File: src/rtl/ring_scan_pkg.sv
// ring_scan_pkg: shared types and constants for the ring digit scanner.
// Holds the scanner FSM state enum, the active-high hex seven-segment
// table ({g,f,e,d,c,b,a}) and the all-segments-off pattern.
package ring_scan_pkg;

    typedef enum logic [1:0] {
        IDLE  = 2'd0,
        BLANK = 2'd1,
        DRIVE = 2'd2
    } scan_state_e;

    // Active-high segment patterns, bit order {g,f,e,d,c,b,a}.
    localparam logic [6:0] SEG7_TABLE [16] = '{
        7'b0111111, // 0
        7'b0000110, // 1
        7'b1011011, // 2
        7'b1001111, // 3
        7'b1100110, // 4
        7'b1101101, // 5
        7'b1111101, // 6
        7'b0000111, // 7
        7'b1111111, // 8
        7'b1101111, // 9
        7'b1110111, // A
        7'b1111100, // b
        7'b0111001, // C
        7'b1011110, // d
        7'b1111001, // E
        7'b1110001  // F
    };

    // Active-high "nothing lit" pattern.
    localparam logic [6:0] SEG_ALL_OFF = 7'b0000000;

endpackage

File: src/rtl/ring_digit_scanner_decode.sv
// seg7_hex_decode: combinational 4-bit hex to seven-segment decoder.
// Ports: nib_i (hex nibble), seg_o ({g,f,e,d,c,b,a}, polarity per ACTIVE_LOW).
module seg7_hex_decode
    import ring_scan_pkg::*;
#(
    parameter int ACTIVE_LOW = 1
) (
    input  logic [3:0] nib_i,
    output logic [6:0] seg_o
);

    logic [6:0] seg_ah;

    assign seg_ah = SEG7_TABLE[nib_i];
    assign seg_o  = (ACTIVE_LOW != 0) ? ~seg_ah : seg_ah;

endmodule

File: src/rtl/ring_digit_scanner.sv
// ring_digit_scanner: multiplexed seven-segment driver fed by a one-hot
// ring counter phase, with blanking on every phase change.
// Ports: clk, reset (sync, active-high), phase (one-hot digit select),
//   digits (packed nibbles), dp (per-digit point), an/seg/dp_out (registered
//   display pins), frame_done (one pulse per revolution), phase_err.
// Optional: define RING_SCAN_PHASE_CHECK_EN for a sticky illegal-phase flag;
//   otherwise phase_err is tied low.
module ring_digit_scanner
    import ring_scan_pkg::*;
#(
    parameter int N_DIGITS       = 4,
    parameter int BLANK_CYCLES   = 1,
    parameter int SEG_ACTIVE_LOW = 1
) (
    input  logic                  clk,
    input  logic                  reset,
    input  logic [N_DIGITS-1:0]   phase,
    input  logic [4*N_DIGITS-1:0] digits,
    input  logic [N_DIGITS-1:0]   dp,
    output logic [N_DIGITS-1:0]   an,
    output logic [6:0]            seg,
    output logic                  dp_out,
    output logic                  frame_done,
    output logic                  phase_err
);

    localparam int CNT_W = (BLANK_CYCLES > 0) ? $clog2(BLANK_CYCLES + 1) : 1;
    localparam int IDX_W = (N_DIGITS > 1) ? $clog2(N_DIGITS) : 1;
    localparam bit ACT_LOW = (SEG_ACTIVE_LOW != 0);

    localparam logic [CNT_W-1:0] CNT_RELOAD =
        (BLANK_CYCLES > 0) ? CNT_W'(BLANK_CYCLES - 1) : '0;
    localparam logic [N_DIGITS-1:0] AN_OFF = {N_DIGITS{ACT_LOW}};
    localparam logic [6:0] SEG_OFF = ACT_LOW ? ~SEG_ALL_OFF : SEG_ALL_OFF;
    localparam logic DP_OFF = ACT_LOW;

    scan_state_e          state_q;
    logic [N_DIGITS-1:0]  phase_q;
    logic [CNT_W-1:0]     cnt_q;
    logic [N_DIGITS-1:0]  an_q;
    logic [6:0]           seg_q;
    logic                 dp_q;
    logic                 fd_q;

    logic                 legal;
    logic                 change;
    logic                 is_last;
    logic [IDX_W-1:0]     idx;
    logic [3:0]           nib;
    logic [6:0]           dec_seg;
    logic [N_DIGITS-1:0]  an_ld;
    logic                 dp_ld;

    // One-hot test: nonzero and clearing the lowest set bit leaves nothing.
    assign legal   = (phase != '0) &&
                     ((phase & (phase - N_DIGITS'(1))) == '0);
    assign change  = (phase != phase_q);
    assign is_last = phase[N_DIGITS-1];

    always_comb begin
        idx = '0;
        for (int i = 0; i < N_DIGITS; i++) begin
            if (phase[i]) idx = IDX_W'(i);
        end
    end

    assign nib   = digits[4*idx +: 4];
    assign an_ld = ACT_LOW ? ~phase : phase;
    assign dp_ld = dp[idx] ^ ACT_LOW;

    seg7_hex_decode #(
        .ACTIVE_LOW (SEG_ACTIVE_LOW)
    ) u_decode (
        .nib_i (nib),
        .seg_o (dec_seg)
    );

    always_ff @(posedge clk) begin
        if (reset) begin
            state_q <= IDLE;
            phase_q <= '0;
            cnt_q   <= '0;
            an_q    <= AN_OFF;
            seg_q   <= SEG_OFF;
            dp_q    <= DP_OFF;
            fd_q    <= 1'b0;
        end else begin
            phase_q <= phase;
            fd_q    <= 1'b0;
            if (!legal) begin
                state_q <= IDLE;
                cnt_q   <= '0;
                an_q    <= AN_OFF;
                seg_q   <= SEG_OFF;
                dp_q    <= DP_OFF;
            end else begin
                unique case (state_q)
                    IDLE: begin
                        if (BLANK_CYCLES > 0) begin
                            state_q <= BLANK;
                            cnt_q   <= CNT_RELOAD;
                            an_q    <= AN_OFF;
                            seg_q   <= SEG_OFF;
                            dp_q    <= DP_OFF;
                        end else begin
                            state_q <= DRIVE;
                            an_q    <= an_ld;
                            seg_q   <= dec_seg;
                            dp_q    <= dp_ld;
                            fd_q    <= is_last;
                        end
                    end
                    BLANK: begin
                        if (change) begin
                            cnt_q <= CNT_RELOAD;
                            an_q  <= AN_OFF;
                            seg_q <= SEG_OFF;
                            dp_q  <= DP_OFF;
                        end else if (cnt_q == '0) begin
                            state_q <= DRIVE;
                            an_q    <= an_ld;
                            seg_q   <= dec_seg;
                            dp_q    <= dp_ld;
                            fd_q    <= is_last;
                        end else begin
                            cnt_q <= cnt_q - CNT_W'(1);
                            an_q  <= AN_OFF;
                            seg_q <= SEG_OFF;
                            dp_q  <= DP_OFF;
                        end
                    end
                    DRIVE: begin
                        if (change) begin
                            if (BLANK_CYCLES > 0) begin
                                state_q <= BLANK;
                                cnt_q   <= CNT_RELOAD;
                                an_q    <= AN_OFF;
                                seg_q   <= SEG_OFF;
                                dp_q    <= DP_OFF;
                            end else begin
                                // No blanking: swap straight to new digit.
                                an_q  <= an_ld;
                                seg_q <= dec_seg;
                                dp_q  <= dp_ld;
                                fd_q  <= is_last;
                            end
                        end
                    end
                    default: begin
                        state_q <= IDLE;
                        an_q    <= AN_OFF;
                        seg_q   <= SEG_OFF;
                        dp_q    <= DP_OFF;
                    end
                endcase
            end
        end
    end

`ifdef RING_SCAN_PHASE_CHECK_EN
    logic err_q;

    always_ff @(posedge clk) begin
        if (reset) begin
            err_q <= 1'b0;
        end else if (!legal) begin
            err_q <= 1'b1;
        end
    end

    assign phase_err = err_q;
`else
    assign phase_err = 1'b0;
`endif

    assign an         = an_q;
    assign seg        = seg_q;
    assign dp_out     = dp_q;
    assign frame_done = fd_q;

endmodule

File: config.mk
export PLATFORM = sky130hd
export DESIGN_NAME = ring_digit_scanner
export DESIGN_NICKNAME = d
export VERILOG_FILES = /design/src/rtl/ring_scan_pkg.sv /design/src/rtl/ring_digit_scanner_decode.sv /design/src/rtl/ring_digit_scanner.sv
export SDC_FILE = /design/constraint.sdc
export NUM_CORES = 1
export LEC_CHECK = 0
export CAP_MARGIN = 20
export CORE_UTILIZATION = 45
export CTS_CLUSTER_SIZE = 8
export DETAILED_ROUTE_END_ITERATION = 8
export GPL_TIMING_DRIVEN = 0
export PLACE_DENSITY = 0.79
export SYNTH_ARGS = -nofsm -noshare
export SYNTH_HDL_FRONTEND = slang
export SYNTH_SLANG_ARGS = --single-unit
File: constraint.sdc
create_clock -name clk -period 3.2 [get_ports clk]
set_clock_uncertainty 0.05 [all_clocks]
set_input_delay 0.96 -clock clk [delete_from_list [all_inputs] [get_ports clk]]
set_output_delay 0.96 -clock clk [all_outputs]
set_load 0.03 [all_outputs]
==> results.yml <==
run_status:
  status: "finished, final reports clean"
final_layout:
  multiInputGateArea_um2: 778
  drive_gt1_frac: 0.154
  final_cell_mix: "clkdlybuf4s50_1, dfxtp_1, nand2_1, nor2_1, o21ai_0"
  antennaDiodeCount: 0
  fin_nets: 208
  synthToLayoutAreaGrowth_pct: 42.0
  layout.cells.non_filler: 205
  final_common_cell: "clkdlybuf4s50_1"
  post-route-cell-area_mm2: 0.00170
  fill_cells: 200
  seq_area_um2: 380
  final_util: 0.681
worst_hold_path:
  worstHoldPathCells: 1
  hold_path_class: "register to register"
  hold_start: "seg[5]$_SDFFE_PP1P_"
  hold_path_end: "seg[5]$_SDFFE_PP1P_"
pwr:
  power.leakage_nw: 0.637
  power_w: 0.000522
  powerDensity_mw_per_mm2: 307
  peakVddDrop_uv: 427
grt:
  grt_util_all_layers: 0.215
  grt_use_met2: 0.396
  busiest_layer: "met2"
  grt_pass1_vias: 1028
  grt_overflow: 0
  grt_util_met1: 0.257
  antenna_found_initial: 0
  grt_start_max_net_pins: 12
  grt_pass1_wl_um: 4460
  met3_usage: 0.0706
routing:
  detail_route.wl_per_cell_um: 13.9
  ant_nets: 0
  remaining_drc_errors: 0
  first_pass_iters: 4
  viasPerCell: 5.41
  wirelength_um: 2840
  vias: 1110
  drt_iter0_markers: 17
yosys:
  yosys_most_used_dff: "dfxtp_1"
  ys.warnings.count: 0
  syn-num-nets: 162
  yosys_register_bits: 19
  synth_edf_count: 0
  syn_area_mm2: 0.00120
  synth_cell_types: 40
  netlist_instances: 130
  ys_seq_area_frac: 0.317
  async_flop_share: 0
  synth.avg_cell_area_um2: 9.22
cts:
  clock_latency_ns: 0.30
  cts-htree-levels: 1
  cts_inserted_buffers: 3
  clockRootBuffer: "clkbuf_4"
  cts_sinks: 19
  clkSlewWorstSetupHoldPaths_ns: 0.11
  clk_path_buf_depth: 2
  tritoncts: "done"
  ctsHoldBuffers: 0
critical_path:
  critPathArrivalTime_ns: 3.19
  critical_path.endpoint_type: "register"
  reg2reg_slack_ns: 1.38
  reg2reg_depth: 5
  regToRegEndpoint: "seg[2]$_SDFFE_PP1P_"
  crit_buf_inv: 3
  critical-path-max-stage-delay_ns: 0.50
  rr_startpoint: "phase_q[1]$_SDFF_PP0_"
  critPathLaunchType: "input port"
  crit_fanout: 10
  cp_common_cell: "mux2_2"
  path_class: "input port to register"
  cpLargestDelayFamily: "buffers and inverters"
  cp_cell_sequence: "clkdlybuf4s50_1, buf_6, mux2_2, o221ai_4, inv_1, ha_1, mux2_2, a221oi_1, o21ai_0"
  slowest_stage: "clkdlybuf4s50_1"
  cp.required_ns: 3.34
flow_run:
  maxCapViolations: 0
placed_design:
  dpl.cell_count: 198
  portBuffers: 38
  gp_congestion: 0.742
  dp_hpwl_um: 2220
  place_area_mm2: 0.00162
  dpl_worst_slack_ns: -0.502
sta:
  period_needed_ns: 3.05
  rsz0062_at_grt: "false"
  setup_viol: 0
  fmax_ghz: 0.327
  hold_viol: 0
  finalMaxSlewViolations: 0
  fin_ws_ns: 0.146
  period_share: 0.954
floorplanning:
  rows: 18
  ios: 40
  floorplan.initialDensity: 0.479
  die_h_um: 53.6
  core_area_mm2: 0.00250
  die_area_mm2: 0.00287
  fp.dieW_um: 53.6
[how the worst max path moves through the flow]
stage	slack (ns)	endpoint	startpoint	depth (start not counted)
2_1_floorplan	0.24	seg[6]$_SDFFE_PP1P_	phase[2]	8
3_3_place_gp	-0.46	seg[6]$_SDFFE_PP1P_	phase[1]	9
3_5_place_dp	-0.50	seg[6]$_SDFFE_PP1P_	phase[1]	9
4_1_cts	0.05	seg[6]$_SDFFE_PP1P_	phase[1]	9
5_1_grt	0.007	seg[6]$_SDFFE_PP1P_	phase[1]	9
6_report	0.15	seg[6]$_SDFFE_PP1P_	phase[1]	9
[power breakdown]
part	switching, W	total, W	leakage [nW]	internal (W)
Combinational	0.0000748	0.000156	0.465	0.0000812
Clock	0.0000776	0.000124	0.0177	0.0000466
Sequential	0.00000192	0.000242	0.155	0.000240
[registers in the layout, indices dropped and copies added (netlist names)]
register    flops
seg             7
an              4
phase_q         4
state_q         2
dp_out          1
frame_done      1
[final cells by class]
type	instances	area share
plain buffers	6	0.0309
repair buffers	41	0.237
multi-input cells	99	0.457
clock buffers	3	0.0132
inverters	6	0.0132
flip-flops and latches	19	0.224
clock inverters	1	0.00294
well taps	30	0.0221
[what timing repair did]
item | 4_1_cts | 5_1_grt
pin swaps | 0 | 1
endpoints found under the setup margin | 3 | 2
gates resized for setup | 2 | 2
hold endpoints to repair | 0 | 0
buffers inserted | 0 | 3
[worst register-to-register path, cell delays in order (launching register included)]
cell      delay, ns
dfxtp_1        0.32
xor2_1         0.16
nor4_4         0.42
nand3b_1       0.24
or2_1          0.31
o22a_2         0.23
[through the flow]
| stage | TNS (ns) | hold WS (ns) |
|---|---|---|
| after floorplan | 0 | 0.498 |
| after global placement | -1.78 | 0.409 |
| after detailed placement | -2.20 | 0.416 |
| after CTS | 0 | 0.448 |
| after global routing | 0 | 0.477 |
| final | 0 | 0.447 |
[cell families (layout without fill, tap and decap cells)]
kind of cell / count (synthesis) / in the layout / share of synthesized area
other: 1 / 1 / 0.00313
AO/OA/AOI/OAI: 31 / 31 / 0.219
buffers and inverters: 12 / 57 / 0.0626
XOR/XNOR: 5 / 5 / 0.0365
adder cells (fa/ha/maj): 7 / 7 / 0.0710
AND/OR/NAND/NOR: 46 / 46 / 0.210
multiplexers: 9 / 9 / 0.0804
flip-flops: 19 / 19 / 0.317
[cell usage after synthesis (3+ instances only)]
| cell type | count | area, um^2 |
|---|---|---|
| buf_6 | 3 | 33.8 |
| dfxtp_1 | 19 | 380 |
| ha_1 | 6 | 75.1 |
| inv_1 | 6 | 22.5 |
| mux2_2 | 5 | 56.3 |
| mux2i_1 | 4 | 40.0 |
| nand2_1 | 12 | 45.0 |
| nand2b_1 | 6 | 37.5 |
| nor2_1 | 9 | 33.8 |
| nor2b_1 | 4 | 25.0 |
| nor3_1 | 3 | 15.0 |
| o21ai_0 | 9 | 45.0 |
| o22ai_1 | 5 | 31.3 |
| xor2_1 | 5 | 43.8 |
[per-layer routing]
metal / wire, um / vias up
met2: 1450 / 35
li1: - / 553
met5: 0 / -
met4: 0 / 0
met3: 140 / 0
met1: 1250 / 522
(Power assumes the default switching activity.)
==> edit 1 (same settings) <==
Change the parameter `N_DIGITS` from 4 to 2.
--- a/src/rtl/ring_digit_scanner.sv
+++ b/src/rtl/ring_digit_scanner.sv
@@ -9,5 +9,5 @@
     import ring_scan_pkg::*;
 #(
-    parameter int N_DIGITS       = 4,
+    parameter int N_DIGITS       = 2,
     parameter int BLANK_CYCLES   = 1,
     parameter int SEG_ACTIVE_LOW = 1
Ports: changed (resized an, digits, dp and phase); port bits go from 40 to 26. No check against the original RTL was run, so the function may have changed too.
==> edit 1 against the original RTL <==
- via count down 32%
- synthesized cell count down 33%
- routed wire length down 36%
- cell area down 29%
- hold slack worse by 5.2 ps
- register-to-register slack better by 330 ps
- sequential cell count down 4
- count of clock-buffer cells in the layout up 1
- area after synthesis down 23%
- setup slack better by 320 ps
- non-clock buffer count down 21
- core utilization down 5.4 points
- power down 22%
- largest cell class unchanged
- largest power group unchanged
==> edit 1: results (changes against the original RTL) <==
Die
  – Total core area: 1940 µm² (-22%)

Final layout
  – Fillers: 178 (-11%)
  – ClkCell Share: 2.16% (+0.54 points)
  – Non-clk invs: 4 (-2)
  – Non-clock buffer count: 26 (-45%)
  – Layout Nets: 135 (-35%)
  – Layout clock buffers: 4 (+1)
  – Multi-input combinational area share: 47.7% (+2.0 points)
  – Proportion of cell area occupied by registers: 24.7% (+2.3 points)
  – Layout cells sized above 1: 15.8% (+0.36 points)

Yosys
  – Post-synthesis mux area share: 19.7% (+12 points)
  – Post-synthesis cell type count: 39 (-2.5%)
  – Syn nets: 107 (-34%)
  – Synth top area cells: dfxtp_1, ha_1, mux2i_1, mux2i_4, o22a_1

Worst setup path
  – Worst setup startpoint: digits[5]
  – Max incr delay on CP: 480 ps (-20 ps)
  – Family with the most delay on the worst path: multiplexers
  – Crit path max fanout: 5 (-5)
  – Worst reg2reg path depth: 4 (-1)

Route
  – Drt pass-1 iters: 7 (+3)
  – Met3 wire length: 98 µm (-30%)
  – DRC marker count from the first detailed-route iteration: 9 (-8)
  – Post-Route WL: 1820 µm (-36%)
  – Routed met2 length: 935 µm (-35%)

Run status
  – Status: finished, final reports clean

Global route
  – Vias in the first global route: 678 (-34%)
  – Global Route Usage Sum: 18.7% (-2.9 points)

Power
  – Clock group: 0.000110 W (-11%)
  – P_seq: 0.000193 W (-20%)

Placed design
  – IO buf count: 23 (-39%)
  – Area after DPL: 1190 µm² (-26%)

CTS
  – Clock transition at path regs: 90 ps (-20 ps)
[edit 1: cell types whose count changed in the layout (fill, tap and decap cells not counted), sizes merged, moves of 4 or more]
cell	before	now
buf	8	3
clkdlybuf4s50	38	23
dfxtp	19	15
mux2i	4	9
nand2	12	5
nand2b	6	2
nor2	9	4
o21ai	9	2
[edit 1: through the flow]
| stage | cells | hold slack (ps) | power [W] | util [%] | setup slack (ps) |
|---|---|---|---|---|---|
| global route | 141 | 465 | 0.000423 | 62.6 | 354 |
| finish | 141 | 442 | 0.000406 | 62.6 | 464 |
| global placement | 137 | 406 | 0.000297 | 61.3 | 208 |
| detailed placement | 137 | 426 | 0.000300 | 61.3 | 148 |
| CTS | 141 | 445 | 0.000406 | 62.6 | 461 |
| floorplan | 87 | 489 | 0.000268 | - | 465 |
[edit 1: worst paths after layout]
kind                  to  slack [ps]
setup / recovery  seg[3]         460
hold / removal     an[0]         440
setup reg to reg  seg[4]        1710
hold reg to reg    an[0]         440
==> edit 2 (same flow settings) <==
Made on the original files. Register the output `frame_done` once more, with the module's reset; this adds one clock of latency there. The other outputs are not delayed to match.
--- a/src/rtl/ring_digit_scanner.sv
+++ b/src/rtl/ring_digit_scanner.sv
@@ -177,5 +177,11 @@
     assign seg        = seg_q;
     assign dp_out     = dp_q;
-    assign frame_done = fd_q;
+    always_ff @(posedge clk) begin
+        if (reset) begin
+            frame_done <= '0;
+        end else begin
+            frame_done <= fd_q;
+        end
+    end
 
 endmodule
Check against the original RTL: not equivalent (a bounded check fails within 4 cycles, from zero or initial values and one cycle with reset high).
==> edit 2 against the original RTL <==
- final cell count grew 0.98%
- hold slack lost 45 ps
- sequential cell count grew 1
- power grew 5.1%
- critical path depth is the same
- area after synthesis grew 4.1%
- routed wire length shrank 2.0%
- setup slack lost 16 ps
- synthesized cell count grew 1.5%
- count of clock-buffer cells in the layout grew 1
- cell area grew 2.6%
- largest cell class unchanged
==> edit 2: results (changes against the original RTL) <==
Worst setup path
  – Worst reg2reg path depth: 5 (unchanged)
  – Crit path max fanout: 10 (unchanged)
  – Reg2reg setup slack: 1500 ps (+120 ps)

Yosys
  – Syn nets: 164 (+1.2%)
  – Synth async-reset ratio: 0% (unchanged)
  – Synth top area cells: dfxtp_1, ha_1, nand2_1, xor2_1, mux2i_1
  – Post-synthesis cell type count: 47 (+18%)
  – Most frequent cells after synthesis: dfxtp_1, nand2_1, nor2_1
  – Top-area cell type share of the netlist area: 32.1% (+0.36 points)
  – Sequential share of the synthesized area: 32.1% (+0.36 points)
  – Yosys warns: 0 (unchanged)

Power
  – Lkg Pwr: 0.670 nW (+5.1%)
  – Worst IR Drop VDD: 0.000305 V (-29%)

CTS
  – CTS Buf Count: 3 (unchanged)
  – Clock latency on the worst-skew pair: 300 ps (about the same)
  – Longest Clk Path Bufs: 2 (unchanged)
  – CTS root buf: clkbuf_4
  – H-tree depth: 1 (unchanged)
  – Clock transition at path regs: 110 ps (about the same)

Route
  – DRC marker count from the first detailed-route iteration: 22 (+5)
  – Drt pass-1 iters: 4 (unchanged)
  – Via density: 5.43 (+0.37%)
  – Post-Route WL: 2780 µm (-2.0%)

Worst hold path
  – Type of the worst min-delay path: flip-flop to flip-flop
  – Hold depth: 1 (unchanged)

Global route
  – Met3 Use GR: 6.39% (-0.67 points)
  – Initial antenna violation count: 0 (unchanged)
  – Vias in the first global route: 1078 (+4.9%)
  – Grt met2 use: 36.9% (-2.6 points)
  – Global-route wire length before repair: 4680 µm (+4.8%)
  – Largest net degree at the start of global routing: 12 (unchanged)
  – Met1 Use GR: 25.8% (+0.14 points)
  – Global Route Usage Sum: 22.0% (+0.41 points)

Final layout
  – Fillers: 211 (+5.5%)
  – Layout Nets: 210 (+0.96%)
  – Layout cells sized above 1: 15.3% (-0.17 points)
  – Antenna Cells: 0 (unchanged)
  – Max reg flops: 7 (unchanged)

Placed design
  – Hpwl dp: 2230 µm (+0.39%)
  – IO buf count: 38 (unchanged)
  – GP Congestion: 0.726 (-2.2%)
  – Area after DPL: 1670 µm² (+3.0%)

Run status
  – Status: finished, final reports clean

Timing
  – Hold slack: 402 ps (-45.1 ps)
-- edit 2: cell count changes in the layout (fill, tap and decap cells not counted), sizes merged, moves of 2 or more --
cell   delta
nor2b     +2
o22ai     -2
nor3      -2
nand2     +2
-- edit 2: logic make-up (layout without fill, tap and decap cells) --
kind of cell	after synthesis	after routing	share of synthesized area (%)
muxes	8	8	7.12
adders and majority gates	7	7	6.82
AOI/OAI and AO/OA	30	30	21.3
other	1	1	0.301
and+or+nand+nor	50	50	23.4
buffers and inverters	11	56	5.52
DFF	20	20	32.1
xor gates and xnor gates	5	5	3.51
-- edit 2: through the flow --
| step | worst slack (ps) | cells |
|---|---|---|
| final | 130 | 207 |
| after global routing | 13.0 | 207 |
| after CTS | 87.9 | 204 |
| after detailed placement | -319 | 200 |
| after global placement | -245 | 200 |
| after floorplan | 482 | 132 |
-- edit 2: where the power goes --
group          switching [W]  total (W)  internal (W)
clock network      0.0000716   0.000141     0.0000694
logic              0.0000734   0.000153     0.0000799
registers         0.00000193   0.000254      0.000252
-- edit 2: cell type report --
class	instances	area [µm²]	area share [%]
buffer	6	50.0	2.87
clock buffer	4	36.3	2.08
inverter	5	18.8	1.07
multi-input combinational	101	801	45.8
sequential	20	400	22.9
tap	30	37.5	2.15
timing repair buffer	41	403	23.1
-- edit 2: layer usage --
metal	share of wire, %	routed length, µm
met1	45	1240
met2	50	1380
met3	4.1	113
met4	1.7	48
met5	0	0
-- edit 2: path summary, 6_finish.rpt --
| check | to | startpoint |
|---|---|---|
| setup / recovery | seg[5] | phase[1] |
| hold / removal | frame_done | fd_q |
| setup reg to reg | seg[2] | phase_q[1] |
| hold reg to reg | frame_done | fd_q |
-- edit 2: critical path, cell delays in order --
cell	delay, ps
clkdlybuf4s50_1	510
buf_6	170
mux2_1	370
o221ai_4	250
inv_1	100
ha_1	240
nor2_1	230
a211oi_1	90
o32a_1	290
-- edit 2: timing repair --
action | 4_1_cts | 5_1_grt
gates resized for setup | 1 | 1
buffers inserted | 0 | 3
pin swaps | 0 | 1
endpoints found under the hold margin | 0 | 0
setup endpoints to repair | 1 | 1
